==> src/rtl/spawn_scheduler.sv <==
// Spawn scheduler: draws a frame delay and slot preference from the prbs word,
// counts frames down, picks a free enemy slot and issues a held one-hot request.
module spawn_scheduler #(
  parameter int unsigned SPAWN_COUNTER_SIZE = 6,
  parameter int unsigned NBR_ENEMIES        = 8
) (
  input  logic                                      clk,
  input  logic                                      rst_n,
  input  logic                                      frame_tick,
  input  logic [SPAWN_COUNTER_SIZE+NBR_ENEMIES-1:0] prbs_val,
  input  logic [NBR_ENEMIES-1:0]                    enemy_alive,
  input  logic                                      game_run,
  input  logic                                      spawn_ack,
  output logic                                      spawn_req,
  output logic [NBR_ENEMIES-1:0]                    spawn_slot,
  output logic [SPAWN_COUNTER_SIZE-1:0]             countdown,
  output logic [7:0]                                spawn_count
);

  localparam int unsigned CW = SPAWN_COUNTER_SIZE;
  localparam int unsigned NE = NBR_ENEMIES;

  typedef enum logic [1:0] {
    S_ARM    = 2'd0,
    S_COUNT  = 2'd1,
    S_SELECT = 2'd2,
    S_REQ    = 2'd3
  } state_e;

  state_e          state_q, state_d;
  logic [CW-1:0]   countdown_q, countdown_d;
  logic [NE-1:0]   mask_q, mask_d;
  logic            spawn_req_q, spawn_req_d;
  logic [NE-1:0]   spawn_slot_q, spawn_slot_d;
  logic [7:0]      spawn_count_q, spawn_count_d;

  logic [CW-1:0]   delay_c;
  logic [NE-1:0]   free_c, vacant_c, pick_c;

  assign delay_c  = prbs_val[CW-1:0];
  assign free_c   = mask_q & ~enemy_alive;
  assign vacant_c = ~enemy_alive;

  // Lowest preferred free slot, else lowest free slot at all; zero when full.
  always_comb begin
    pick_c = '0;
    if (free_c != '0) begin
      pick_c = free_c & (~free_c + NE'(1));
    end else begin
      pick_c = vacant_c & (~vacant_c + NE'(1));
    end
  end

  always_ff @(posedge clk or negedge rst_n) begin
    if (!rst_n) begin
      state_q <= S_ARM;
    end else begin
      state_q <= state_d;
    end
  end

  always_comb begin
    state_d = state_q;
    if (!game_run) begin
      state_d = S_ARM;
    end else begin
      unique case (state_q)
        S_ARM:    if (frame_tick) state_d = S_COUNT;
        S_COUNT:  if (frame_tick && countdown_q == CW'(1)) state_d = S_SELECT;
        S_SELECT: state_d = (pick_c != '0) ? S_REQ : S_ARM;
        S_REQ:    if (spawn_ack) state_d = S_ARM;
        default:  state_d = S_ARM;
      endcase
    end
  end

  // Next values of the registered outputs and the latched mask.
  always_comb begin
    countdown_d   = countdown_q;
    mask_d        = mask_q;
    spawn_req_d   = spawn_req_q;
    spawn_slot_d  = spawn_slot_q;
    spawn_count_d = spawn_count_q;
    if (!game_run) begin
      countdown_d  = '0;
      spawn_req_d  = 1'b0;
      spawn_slot_d = '0;
    end else begin
      unique case (state_q)
        S_ARM: begin
          if (frame_tick) begin
            countdown_d = (delay_c == '0) ? CW'(1) : delay_c;
            mask_d      = prbs_val[CW+NE-1:CW];
          end
        end
        S_COUNT: begin
          if (frame_tick) countdown_d = countdown_q - CW'(1);
        end
        S_SELECT: begin
          if (pick_c != '0) begin
            spawn_req_d  = 1'b1;
            spawn_slot_d = pick_c;
          end
        end
        S_REQ: begin
          if (spawn_ack) begin
            spawn_req_d   = 1'b0;
            spawn_slot_d  = '0;
            spawn_count_d = spawn_count_q + 8'd1;
          end
        end
        default: ;
      endcase
    end
  end

  always_ff @(posedge clk or negedge rst_n) begin
    if (!rst_n) begin
      countdown_q   <= '0;
      mask_q        <= '0;
      spawn_req_q   <= 1'b0;
      spawn_slot_q  <= '0;
      spawn_count_q <= '0;
    end else begin
      countdown_q   <= countdown_d;
      mask_q        <= mask_d;
      spawn_req_q   <= spawn_req_d;
      spawn_slot_q  <= spawn_slot_d;
      spawn_count_q <= spawn_count_d;
    end
  end

  assign spawn_req   = spawn_req_q;
  assign spawn_slot  = spawn_slot_q;
  assign countdown   = countdown_q;
  assign spawn_count = spawn_count_q;

endmodule

==> config.mk <==
export PLATFORM = sky130hd
export DESIGN_NAME = spawn_scheduler
export DESIGN_NICKNAME = d
export VERILOG_FILES = /design/src/rtl/spawn_scheduler.sv
export SDC_FILE = /design/constraint.sdc
export NUM_CORES = 1
export LEC_CHECK = 0
export CAP_MARGIN = 0
export CORE_ASPECT_RATIO = 0.9
export CORE_MARGIN = 4
export CORE_UTILIZATION = 30
export DETAILED_ROUTE_END_ITERATION = 8
export GPL_TIMING_DRIVEN = 0
export PLACE_DENSITY = 0.64
export SYNTH_ARGS = -nofsm -noshare
export SYNTH_HDL_FRONTEND = slang
export SYNTH_SLANG_ARGS = --single-unit
==> constraint.sdc <==
create_clock -name clk -period 2.1 [get_ports clk]
set_clock_uncertainty 0.1 [all_clocks]
set_input_delay 0.525 -clock clk [delete_from_list [all_inputs] [get_ports clk]]
set_output_delay 0.525 -clock clk [all_outputs]
set_load 0.05 [all_outputs]
# [After elaboration in Yosys (flattened, before gate mapping)]
# Index checks and enable logic that the tools add are counted.
[totals] register_bits=33 out_inout_bits=23
[classes] reduce_logical=10 n_eq_ne=11 bitwise_logic=6 mux=20 addsub=4
[ops] op="2-to-1 mux 8 bit" n=4
[ops] op="adder 8 x 1 -> 8 bit (second input constant)" n=3
[ops] op="AND 8 bit" n=3
[ops] op="2-to-1 mux 6 bit" n=4
[ops] op="inverter 8 bit" n=3
[ops] op="case mux 8 bit (2 select lines)" n=1
[ops] op="nonzero test 8 bit" n=2
[ops] op="inequality test 3 bit (second input constant)" n=5
[ops] op="AND reduction 3 bit" n=5
[ops] op="case mux 6 bit (2 select lines)" n=1
[ops] op="2-to-1 mux 2 bit" n=5
[ops] op="case mux 2 bit (4 select lines)" n=1
[ops] op="equality test 6 x 1 -> 1 bit (second input constant)" n=1
[ops] op="zero test 6 bit" n=1
[ops] op="inequality test 3 x 1 -> 1 bit (second input constant)" n=2
[ops] op="subtractor 6 x 1 -> 6 bit (second input constant)" n=1
[ops] op="equality test 2 bit (second input constant)" n=2
[ops] op="2-to-1 mux 1 bit" n=3
[ops] op="equality test 2 x 1 -> 1 bit (second input constant)" n=1
[ops] op="zero test 2 bit" n=1
[ops] op="case mux 1 bit (2 select lines)" n=1
[ops] op="logical AND 1 bit" n=1

# [Logic depth before layout (Yosys ltp)]
[logic_depth] word_depth=10 ltp_mapped=7 mapped_depth_nobuf=7

# [Worst setup path before layout]
# Ideal clock, no wire load.
[synth_path] kind="input to register" from="input port enemy_alive[7]" to="register spawn_slot_q[5], in the netlist spawn_slot[5]" t_arrival_ns=1.933 path_stages=7 slack_ns=-0.058 required_ns=1.876 setup_time_ns=0.124 path_cell_list="and2b_4 nor4_4 a31oi_1 o31ai_1 nor4_4 a211oi_1 nor2_1"
[synth_between] elab_chain_cells=9 word_cells_on_any_way=16
[synth_rtl] element="from (decl)" line="11" rtl="input logic [NBR_ENEMIES-1:0] enemy_alive,"
[synth_rtl] element="inverter 8 bit (*)" line="41, 42"
[synth_rtl] element="AND 8 bit" line="41" rtl="assign free_c = mask_q & ~enemy_alive;"
[synth_rtl] element="inverter 8 bit" line="48" rtl="pick_c = free_c & (~free_c + NE'(1));"
[synth_rtl] element="adder 8 x 1 -> 8 bit" line="48"
[synth_rtl] element="AND 8 bit" line="48"
[synth_rtl] element="2-to-1 mux 8 bit (*)" line="47" rtl="if (free_c != '0) begin"
[synth_rtl] element="nonzero test 8 bit" line="100" rtl="if (pick_c != '0) begin"
[synth_rtl] element="inequality test 3 bit (no line)"
[synth_rtl] element="AND reduction 3 bit (no line)"
[synth_rtl] element="to (signal assigned)" line="128" rtl="spawn_slot_q <= spawn_slot_d;"
[synth_rtl] element="to (decl)" line="34" rtl="logic [NE-1:0] spawn_slot_q, spawn_slot_d;"
# Every way passes the cells marked *; elsewhere a longest branch is shown, timed or not. The select of a mux whose other input is x is not followed.
# A chain may end at the register's enable or synchronous reset.

# [Worst setup path after layout]
[layout_path] from="register mask_q[6]" to="register spawn_slot_q[3], in the netlist spawn_slot[3]"
[layout_between] elab_chain_cells=8 word_cells_on_any_way=12
[layout_rtl] element="from (decl)" line="32" rtl="logic [NE-1:0] mask_q, mask_d;"
[layout_rtl] element="from (signal assigned)" line="126" rtl="mask_q <= mask_d;"
[layout_rtl] element="AND 8 bit (*)" line="41"
[layout_rtl] element="inverter 8 bit" line="48"
[layout_rtl] element="adder 8 x 1 -> 8 bit" line="48"
[layout_rtl] element="AND 8 bit" line="48"
[layout_rtl] element="2-to-1 mux 8 bit (*)" line="47"
[layout_rtl] element="nonzero test 8 bit" line="100"
[layout_rtl] element="inequality test 3 bit (no line)"
[layout_rtl] element="AND reduction 3 bit (no line)"
# Marks and branches as above.

==> impl_metrics.yaml <==
clock_tree:
  cts_tree: "done"
  cts_buffers: 5
  clock_path_buffers: 2
  clock_sinks: 33
  clk_pin_slew_ns: 0.07
  htreeDepth: 2
  cts_root_buffer: "clkbuf_8"
  clock_latency_ns: 0.29
sta:
  min_period_ns: 2.12
  worst_pin_slew_ns: 0.751
  slew_headroom_pct: 49.9
  maxSlewViolCount: 0
  setup_violations: 4
  setup_ws_ns: -0.0173
  post-route-period-util_pct: 101
  fmax_mhz: 472
  hold_viol_final: 0
  rsz0062_at_grt: "yes"
global_route:
  grt_pass1_vias: 1750
  grt_max_degree: 34
  grt_first_pass_wirelength_um: 8570
  grtUsageTotal_pct: 13.8
  grt_overflow: 0
  antenna_found_initial: 0
power_and_ir_drop:
  p_sw_w: 0.000761
  internal-power_w: 0.00142
  combPwrFrac_pct: 35.2
  p_per_area_mw_per_mm2: 776
  power.leakage_nw: 1.31
  switching_share_pct: 34.9
  clkPwrFrac_pct: 28.8
  p_seq_share_pct: 36.0
  p_total_w: 0.00218
  peakVddDrop_uv: 523
detailed_routing:
  wl_per_cell_um: 14.2
  vias_per_cell: 4.95
  routed_wl_um: 5140
  ant_nets: 0
  dr.pass1.iters: 4
  drc: 0
  vias: 1797
  drtIter0Drc: 76
critical_path:
  cp.arrival_ns: 2.19
  crit_buf_inv: 2
  crit_fanout: 7
  path_cells: "and2b_2 > or4_4 > a31oi_4 > nor4_4 > buf_6 > buf_4 > nand2_4 > a21oi_2"
  crit_required_ns: 2.17
  cpPeakStageDelay_ns: 0.53
  critical_path.top_delay_family: "simple AND/OR/NAND/NOR gates"
  crit_type: "reg2reg"
  crit_slowest_cell: "or4_4"
  start_kind: "flip-flop"
  worst_setup_path_end_kind: "flip-flop"
final_layout:
  nFillCells: 616
  final_util_pct: 45.7
  layout.cells.non_filler: 363
  diodes: 0
  area_growth_pct: 47.5
  drive_gt1_share_pct: 23.9
  nets: 305
synthesis:
  synth_seq_area_share_pct: 43.4
  synth_enable_flop_cells: 0
  synth_flop_cell: "dfrtp_1"
  syn-instance-count: 209
  yosys_warnings: 0
  synth.cell_area_mm2: 0.00190
  avgSynthCellArea_um2: 9.11
  ys_ff_latch: 33
  syn_nets: 239
  yosysUniqueCellTypes: 45
  synthArstFlopShare_pct: 100
floorplanning:
  core-area_mm2: 0.00615
  pin_count: 50
  start_util_pct: 31.0
  die_height_um: 83.6
  floorplan.rows: 27
  dieWidth_um: 92.0
  die_area_mm2: 0.00768
status:
  outcome: "complete, but fails checks"
  violations: "setup timing"
job:
  cap_violations: 0
place:
  place.gp.congestion: 0.854
  placed_cells: 345
  dp_hpwl_um: 3650
  port_buffers: 49
worst_hold_path:
  hp-class: "in2async"
[logic make-up after synthesis]
logic type	after synthesis	synth area share [%]
buffers and inverters	13	2.56
AND/OR/NAND/NOR	85	24.8
XOR/XNOR	7	3.22
adder cells (fa/ha/maj)	3	1.97
AO/OA/AOI/OAI	61	19.9
multiplexers	7	4.14
flip-flops	33	43.4
[path summary, 6_finish.rpt]
check | from | end | slack [ns] | cells after the start
min in group clk | spawn_count[7] | spawn_count[7] | 0.37 | 1
min | rst_n | spawn_slot[4] | 0.20 | 1
max reg2reg | mask_q[6] | spawn_slot[3] | -0.02 | 8
max | mask_q[6] | spawn_slot[3] | -0.02 | 8
max in group asynchronous | rst_n | countdown[1] | 1.22 | 1
min reg2reg | spawn_count[7] | spawn_count[7] | 0.37 | 1
[area by class of cell]
type / instances / area (um2) / area share, %
well taps: 87 / 109 / 3.88
clock buffers: 6 / 82.6 / 2.94
inverters: 9 / 33.8 / 1.20
plain buffers: 3 / 11.3 / 0.401
flip-flops and latches: 33 / 826 / 29.4
clock inverters: 2 / 37.5 / 1.34
multi-input cells: 163 / 1170 / 41.7
repair buffers: 60 / 538 / 19.2
[placed cells by master (no fill, tap or decap), drive strengths merged, types with 4 or more instances in the layout]
| cell | synthesis | routed |
|---|---|---|
| dfrtp | 33 | 33 |
| clkbuf | 4 | 12 |
| mux2 | 7 | 7 |
| o21ai | 25 | 25 |
| nand3 | 4 | 4 |
| xnor2 | 6 | 6 |
| inv | 9 | 9 |
| nor2 | 21 | 21 |
| a21oi | 16 | 16 |
| dlygate4sd2 | 0 | 17 |
| nand2b | 8 | 8 |
| dlymetal6s2s | 0 | 6 |
| a31oi | 4 | 4 |
| nand2 | 20 | 20 |
| nor4 | 4 | 4 |
| buf | 0 | 17 |
| nor3 | 7 | 7 |
| and2b | 4 | 4 |
| nand4 | 4 | 4 |
| a211oi | 4 | 4 |
| clkdlybuf4s50 | 0 | 17 |
[sequential cells by signal, summed over array words and instances (netlist names)]
signal and count:
spawn_count 8, state_q 2, countdown 6, spawn_slot 8, mask_q 8, spawn_req 1
[stage by stage]
stage / worst slack, ns / cell area, um2 / hold slack [ns] / TNS [ns]
after floorplan: 0.0167 / 1910 / 0.129 / 0
after global routing: -0.0882 / 2810 / 0.251 / -0.434
after CTS: -0.0884 / 2740 / 0.220 / -0.407
after detailed placement: -0.795 / 2500 / 0.374 / -12.70
after global placement: -0.789 / 2510 / 0.364 / -22.90
final: -0.0173 / 2810 / 0.198 / -0.0290
[metal layers]
layer  vias up  share of wire [%]  GRT usage (%)
met5         -                  0              0
met4         0                2.6           6.34
met3        11                6.1           3.52
met2        53                 45           20.1
met1       842                 47           19.2
li1        891                  -              -
[worst register-to-register path, delay by kind of cell, from the launching register on]
family / cells / cell delay, ns
simple gates: 4 / 0.93
compound gates: 2 / 0.29
buf+inv: 2 / 0.29
flops: 1 / 0.39
[power groups by stage]
stage	Clock, W	Combinational [W]	Sequential, W
after detailed placement	0	0.000634	0.000795
final	0.000628	0.000766	0.000784
after CTS	0.000648	0.000698	0.000784
after floorplan	0	0.000344	0.000877
after global routing	0.000687	0.000832	0.000796
after global placement	0	0.000628	0.000796
[cells in the mapped netlist (2+ instances only)]
| master | instances | area [um2] |
|---|---|---|
| nor3b_1 | 2 | 15.0 |
| nand2b_1 | 8 | 50.1 |
| o22ai_1 | 2 | 12.5 |
| a32oi_1 | 2 | 17.5 |
| o21ai_0 | 23 | 115 |
| clkbuf_1 | 4 | 15.0 |
| and2b_1 | 3 | 22.5 |
| nand2_1 | 20 | 75.1 |
| ha_1 | 3 | 37.5 |
| nor2_1 | 20 | 75.1 |
| a21oi_1 | 16 | 80.1 |
| a211oi_1 | 4 | 30.0 |
| a31oi_1 | 3 | 18.8 |
| xnor2_1 | 6 | 52.6 |
| and2_1 | 2 | 12.5 |
| mux2_2 | 7 | 78.8 |
| nor4_1 | 2 | 12.5 |
| nand4_1 | 4 | 25.0 |
| nor3_1 | 7 | 35.0 |
| inv_1 | 9 | 33.8 |
| and3_1 | 2 | 12.5 |
| dfrtp_1 | 33 | 826 |
| nor4_4 | 2 | 42.5 |
| nand3_1 | 4 | 20.0 |
[repair_timing]
action,4_1_cts,5_1_grt
setup endpoints to repair,35,23
pin swaps,16,15
buffers inserted,5,6
cloned,0,0
gates resized for setup,57,27
hold buffers,0,0
Power figures use the tool's default switching activity.
